<file path="src/rtl/riscv_mem_arbiter.sv">
// -----------------------------------------------------------------------------
// riscv_mem_arbiter
//
// Shares one unified memory macro between the instruction-fetch requester and
// the load/store requester of the multicycle RISC-V core. Only one transaction
// is outstanding at a time. Data accesses win contention unless fetch has lost
// StarveLimit consecutive contended rounds, in which case fetch is forced to win.
//
// Ports
//   clk_i, rst_i             clock, synchronous active-high reset
//   if_req_i / if_addr_i     fetch request and address (held until if_gnt_o)
//   if_gnt_o                 fetch accepted this cycle
//   if_rvalid_o / if_rdata_o fetch response pulse and data (0 when not valid)
//   d_req_i, d_we_i, d_be_i, d_addr_i, d_wdata_i
//                            data request (held until d_gnt_o)
//   d_gnt_o                  data accepted this cycle
//   d_rvalid_o / d_rdata_o   data response pulse (also for stores) and load data
//   mem_req_o .. mem_wdata_o memory request strobe and fields of the winner
//   mem_rdata_i              memory read data, valid MemLatency cycles after req
//   busy_o                   a transaction is outstanding
// -----------------------------------------------------------------------------

package riscv_pkg;
  parameter int XLEN = 32;
endpackage

module riscv_mem_arbiter #(
  parameter int XLEN        = riscv_pkg::XLEN,
  parameter int MemLatency  = 1,
  parameter int StarveLimit = 4
) (
  input  logic              clk_i,
  input  logic              rst_i,
  input  logic              if_req_i,
  input  logic [XLEN-1:0]   if_addr_i,
  output logic              if_gnt_o,
  output logic              if_rvalid_o,
  output logic [XLEN-1:0]   if_rdata_o,
  input  logic              d_req_i,
  input  logic              d_we_i,
  input  logic [XLEN/8-1:0] d_be_i,
  input  logic [XLEN-1:0]   d_addr_i,
  input  logic [XLEN-1:0]   d_wdata_i,
  output logic              d_gnt_o,
  output logic              d_rvalid_o,
  output logic [XLEN-1:0]   d_rdata_o,
  output logic              mem_req_o,
  output logic              mem_we_o,
  output logic [XLEN/8-1:0] mem_be_o,
  output logic [XLEN-1:0]   mem_addr_o,
  output logic [XLEN-1:0]   mem_wdata_o,
  input  logic [XLEN-1:0]   mem_rdata_i,
  output logic              busy_o
);

  localparam int BeW = XLEN / 8;

  // Countdown start so that rvalid lands exactly MemLatency cycles after grant.
  localparam logic [2:0] LatInit   = 3'(MemLatency - 1);
  localparam logic [3:0] StarveMax = 4'(StarveLimit);

  typedef enum logic [0:0] {
    ST_IDLE = 1'b0,
    ST_WAIT = 1'b1
  } state_t;

  typedef enum logic [0:0] {
    OWN_FETCH = 1'b0,
    OWN_DATA  = 1'b1
  } owner_t;

  state_t     r_state,      w_state_nxt;
  owner_t     r_owner,      w_owner_nxt;
  logic       r_is_write,   w_is_write_nxt;
  logic [2:0] r_lat_cnt,    w_lat_cnt_nxt;
  logic [3:0] r_starve_cnt, w_starve_cnt_nxt;

  logic w_fetch_win;
  logic w_data_win;

  // Arbitration winner among current requests (only acted on in IDLE).
  always_comb begin
    w_fetch_win = if_req_i & (~d_req_i | (r_starve_cnt == StarveMax));
    w_data_win  = d_req_i & ~w_fetch_win;
  end

  // State register with synchronous reset.
  always_ff @(posedge clk_i) begin
    if (rst_i) begin
      r_state      <= ST_IDLE;
      r_owner      <= OWN_FETCH;
      r_is_write   <= 1'b0;
      r_lat_cnt    <= 3'd0;
      r_starve_cnt <= 4'd0;
    end else begin
      r_state      <= w_state_nxt;
      r_owner      <= w_owner_nxt;
      r_is_write   <= w_is_write_nxt;
      r_lat_cnt    <= w_lat_cnt_nxt;
      r_starve_cnt <= w_starve_cnt_nxt;
    end
  end

  // Next-state and output decode; reset forces every output low.
  always_comb begin
    w_state_nxt      = r_state;
    w_owner_nxt      = r_owner;
    w_is_write_nxt   = r_is_write;
    w_lat_cnt_nxt    = r_lat_cnt;
    w_starve_cnt_nxt = r_starve_cnt;

    if_gnt_o    = 1'b0;
    if_rvalid_o = 1'b0;
    if_rdata_o  = {XLEN{1'b0}};
    d_gnt_o     = 1'b0;
    d_rvalid_o  = 1'b0;
    d_rdata_o   = {XLEN{1'b0}};
    mem_req_o   = 1'b0;
    mem_we_o    = 1'b0;
    mem_be_o    = {BeW{1'b0}};
    mem_addr_o  = {XLEN{1'b0}};
    mem_wdata_o = {XLEN{1'b0}};
    busy_o      = 1'b0;

    if (!rst_i) begin
      case (r_state)
        ST_IDLE: begin
          if (w_fetch_win) begin
            if_gnt_o         = 1'b1;
            mem_req_o        = 1'b1;
            mem_be_o         = {BeW{1'b1}};
            mem_addr_o       = if_addr_i;
            w_state_nxt      = ST_WAIT;
            w_owner_nxt      = OWN_FETCH;
            w_is_write_nxt   = 1'b0;
            w_lat_cnt_nxt    = LatInit;
            w_starve_cnt_nxt = 4'd0;
          end else if (w_data_win) begin
            d_gnt_o        = 1'b1;
            mem_req_o      = 1'b1;
            mem_we_o       = d_we_i;
            // Loads read the whole word; only stores narrow the byte lanes.
            mem_be_o       = d_we_i ? d_be_i : {BeW{1'b1}};
            mem_addr_o     = d_addr_i;
            mem_wdata_o    = d_wdata_i;
            w_state_nxt    = ST_WAIT;
            w_owner_nxt    = OWN_DATA;
            w_is_write_nxt = d_we_i;
            w_lat_cnt_nxt  = LatInit;
            // Fetch lost a contended round: count it, saturating at the limit.
            if (if_req_i && (r_starve_cnt < StarveMax)) begin
              w_starve_cnt_nxt = r_starve_cnt + 4'd1;
            end else begin
              w_starve_cnt_nxt = r_starve_cnt;
            end
          end else begin
            w_state_nxt = ST_IDLE;
          end
        end

        ST_WAIT: begin
          busy_o = 1'b1;
          if (r_lat_cnt == 3'd0) begin
            if (r_owner == OWN_DATA) begin
              d_rvalid_o = 1'b1;
              d_rdata_o  = r_is_write ? {XLEN{1'b0}} : mem_rdata_i;
            end else begin
              if_rvalid_o = 1'b1;
              if_rdata_o  = mem_rdata_i;
            end
            w_state_nxt = ST_IDLE;
          end else begin
            w_lat_cnt_nxt = r_lat_cnt - 3'd1;
          end
        end

        default: begin
          w_state_nxt = ST_IDLE;
        end
      endcase
    end else begin
      w_state_nxt = ST_IDLE;
    end
  end

endmodule

</file>
<file path="config.mk">
export PLATFORM = sky130hd
export DESIGN_NAME = riscv_mem_arbiter
export DESIGN_NICKNAME = d
export VERILOG_FILES = /design/src/rtl/riscv_mem_arbiter.sv
export SDC_FILE = /design/constraint.sdc
export NUM_CORES = 1
export LEC_CHECK = 0
export CORE_AREA = 5 5 105 107
export CTS_BUF_LIST = sky130_fd_sc_hd__clkbuf_4
export CTS_CLUSTER_SIZE = 8
export DETAILED_ROUTE_END_ITERATION = 8
export DIE_AREA = 0 0 110 112
export PLACE_DENSITY = 0.69
export SKIP_LAST_GASP = 1
export SYNTH_ARGS = -nofsm -noshare
export SYNTH_HDL_FRONTEND = slang
export SYNTH_SLANG_ARGS = --single-unit
</file>
<file path="constraint.sdc">
create_clock -name clk_i -period 2.4 [get_ports clk_i]
set_input_delay 0.72 -clock clk_i [delete_from_list [all_inputs] [get_ports clk_i]]
set_output_delay 0.72 -clock clk_i [all_outputs]
set_load 0.02 [all_outputs]
</file>
==> results.sh <==
export IMPL_postRouteWirelength_microns=14100
export IMPL_cellLeakagePower_nw=2.87
export IMPL_ir_drop_mv=0.132
export IMPL_crit_slowest_cell="a2111oi_4"
export IMPL_dp_hpwl_microns=8810
export IMPL_synth_seq_cells=10
export IMPL_diodes=0
export IMPL_finalHoldViolCount=0
export IMPL_fillerInstances=753
export IMPL_antenna_found_initial=0
export IMPL_synth_area_leader_cell="and2_1"
export IMPL_yosys_top_cells_count="83 x and2_1, 67 x nand2_1, 32 x o22ai_1"
export IMPL_cts_htree_levels=1
export IMPL_die_h_microns=112
export IMPL_timing_hold_ws_ps=524
export IMPL_synthArstFlopShare=0
export IMPL_areaGrowthSynthToFinish_pct=279
export IMPL_wl_per_cell_microns=18.5
export IMPL_finalPower_w=0.00152
export IMPL_fp_dieArea_sq_um=12300
export IMPL_io_buffers=275
export IMPL_drc=0
export IMPL_worst_setup_path_start_kind="flop"
export IMPL_ys_flop_type="dfxtp_1"
export IMPL_critPathTopFamily="buffers and inverters"
export IMPL_drv_cap=0
export IMPL_crit_chain="inv_2 > ha_4 > and3b_2 > a2111oi_4 > buf_6 > clkbuf_16 > and2_4 > buf_6"
export IMPL_synth_area_leaders="and2_1 29%, nand2_1 14%, dfxtp_1 11%"
export IMPL_die_w_microns=110
export IMPL_endpoint_kind="output port"
export IMPL_yosysMostFrequentCell="and2_1"
export IMPL_synth_top_cell_area_share=0.289
export IMPL_drt_iter0_markers=186
export IMPL_synth_seq_area_share=0.111
export IMPL_setup_violations=136
export IMPL_required_ps=1680
export IMPL_tightest_slew_ps=340
export IMPL_start_util=0.179
export IMPL_cts_clk_slew_worst_paths_ps=70
export IMPL_antenna_left=0
export IMPL_synth_distinct_cells=37
export IMPL_ios=276
export IMPL_drtPass1Iterations=4
export IMPL_viasPerCell=4.51
export IMPL_setup_ws_ps=-314
export IMPL_finalMaxSlewViolations=0
export IMPL_rsz0062_at_grt="true"
export IMPL_crit_arrival_ps=1990
export IMPL_skew_ps=1.34
export IMPL_syn_area_sq_um=1800
export IMPL_max_freq_mhz=368
export IMPL_synth_warnings=0
export IMPL_cp_num_cells=8
export IMPL_gp_congestion=0.831
export IMPL_hp_class="flop to flop"
export IMPL_cts_tree="built"
export IMPL_vias=3428
export IMPL_clk_latency_ps=260
export IMPL_cts_path_max_buffers=2
export IMPL_cts_buffers_inserted=3
export IMPL_crit_buf_inv=4
export IMPL_cp_slowest_stage_delay_ps=370
export IMPL_drive_gt1_frac=0.614
export IMPL_min_path_cells=2
export IMPL_crit_type="flop to output port"
export IMPL_cp_max_fo=4
export IMPL_powerDensity_nw_per_um2=223
export IMPL_violations="setup timing"
export IMPL_synth_fp_nets=432
export IMPL_grtUsageTotal=0.195
export IMPL_clock_sinks=10
export IMPL_period_minus_slack_ps=2710
export IMPL_nNetsFinal=767
export IMPL_postCtsHoldBufs=0
export IMPL_gr_total_overflow=0
export IMPL_placementRows=37
export IMPL_syn_avg_cell_area_sq_um=6.18
export IMPL_root_buffer="clkbuf_4"
export IMPL_synth_edf_count=0
export IMPL_cp_common_cell="buf_6"
export IMPL_core_sq_um=10000
export IMPL_relSlewSlack=0.768
export IMPL_status="finished with violations"
export IMPL_grt_pass1_wl_microns=19100
export IMPL_r2r_cells=8
export IMPL_grt_pass1_vias=3612
export IMPL_grt_max_degree=33
export IMPL_period_share=1.13
export IMPL_syn_inst=291
==> metrics by stage <==
stage                     worst slack (ps)  instances  instance area [sq um]  utilization  setup TNS, ps
after floorplan                      -77.0        291                   2120            -          -2670
after global placement                -946        700                   5170        0.515        -121590
after detailed placement              -951        700                   5170        0.515        -122590
after CTS                             -326        748                   6190        0.617         -29870
after global routing                  -395        760                   6820        0.679         -42030
final                                 -314        760                   6820        0.679         -31170
==> layout by cell type (no fill, tap or decap), types with 3 or more instances in the layout <==
master and n:
and2_4 96, buf_12 21, buf_16 10, buf_4 30, buf_6 150, buf_8 4, clkbuf_16 5, clkbuf_4 3
clkdlybuf4s50_1 133, dfxtp_1 7, dfxtp_2 3, ha_4 3, inv_2 6, nand2_1 66, nor2_1 3, nor2b_1 3
o21ai_1 3, o22ai_4 30, o31ai_1 3, or3_1 3
==> registers in the layout, indices dropped and copies added (netlist names) <==
signal,flops
r_starve_cnt,4
r_lat_cnt,3
r_is_write,1
r_owner,1
r_state,1
==> metal layers <==
layer,track usage,wire length [microns],vias up
li1,-,-,1638
met1,0.193,4710,1596
met2,0.387,7720,176
met3,0.0632,1450,18
met4,0.0349,201,0
met5,0,0,-
==> layout make-up <==
class                           instances  area [sq um]  area share
Timing Repair Buffer                  358          4170       0.611
Multi-Input combinational cell        245          2230       0.327
Sequential cell                        10           204      0.0299
Tap cell                              136           170      0.0249
Inverter                                8          30.0     0.00440
Clock buffer                            3          22.5     0.00330
==> logic make-up (layout without fill, tap and decap cells) <==
group                    count (synthesis)  in the layout  share of synthesized area
AO/OA/AOI/OAI                           55             55                      0.209
adder cells (fa/ha/maj)                  4              4                     0.0278
buffers and inverters                   36            369                     0.0876
flip-flops                              10             10                      0.111
multiplexers                             1              1                    0.00626
AND/OR/NAND/NOR                        185            185                      0.558
==> report_power, final <==
group / total (W) / leakage (nW) / internal [W] / switching [W]
combinational: 0.00122 / 2.77 / 0.000717 / 0.000505
sequential: 0.000179 / 0.0828 / 0.000172 / 0.00000737
clock: 0.000118 / 0.0138 / 0.0000578 / 0.0000600
==> worst register-to-register path: stages, from the launching register on <==
cell and delay [ps]:
dfxtp_2 330, inv_2 40, ha_4 150, and3b_2 250, a2111oi_4 380, buf_6 200
buf_16 130, buf_4 100, o2bb2ai_1 90
==> what timing repair did <==
item                       CTS  global route
setup endpoints to repair  139           137
gates resized for setup    869           134
setup buffers               28            14
gates cloned                17             6
pin swaps                   49            54
==> worst paths after layout <==
check,from,to,slack [ps]
max,r_starve_cnt[0]$_SDFFE_PP0P_,mem_wdata_o[30],-310
min,r_lat_cnt[0]$_SDFFE_PP0P_,r_lat_cnt[0]$_SDFFE_PP0P_,520
max reg2reg,r_starve_cnt[0]$_SDFFE_PP0P_,r_is_write$_SDFFE_PP0P_,670
min reg2reg,r_lat_cnt[0]$_SDFFE_PP0P_,r_lat_cnt[0]$_SDFFE_PP0P_,520
No activity file was read; power rests on OpenSTA's default activity.
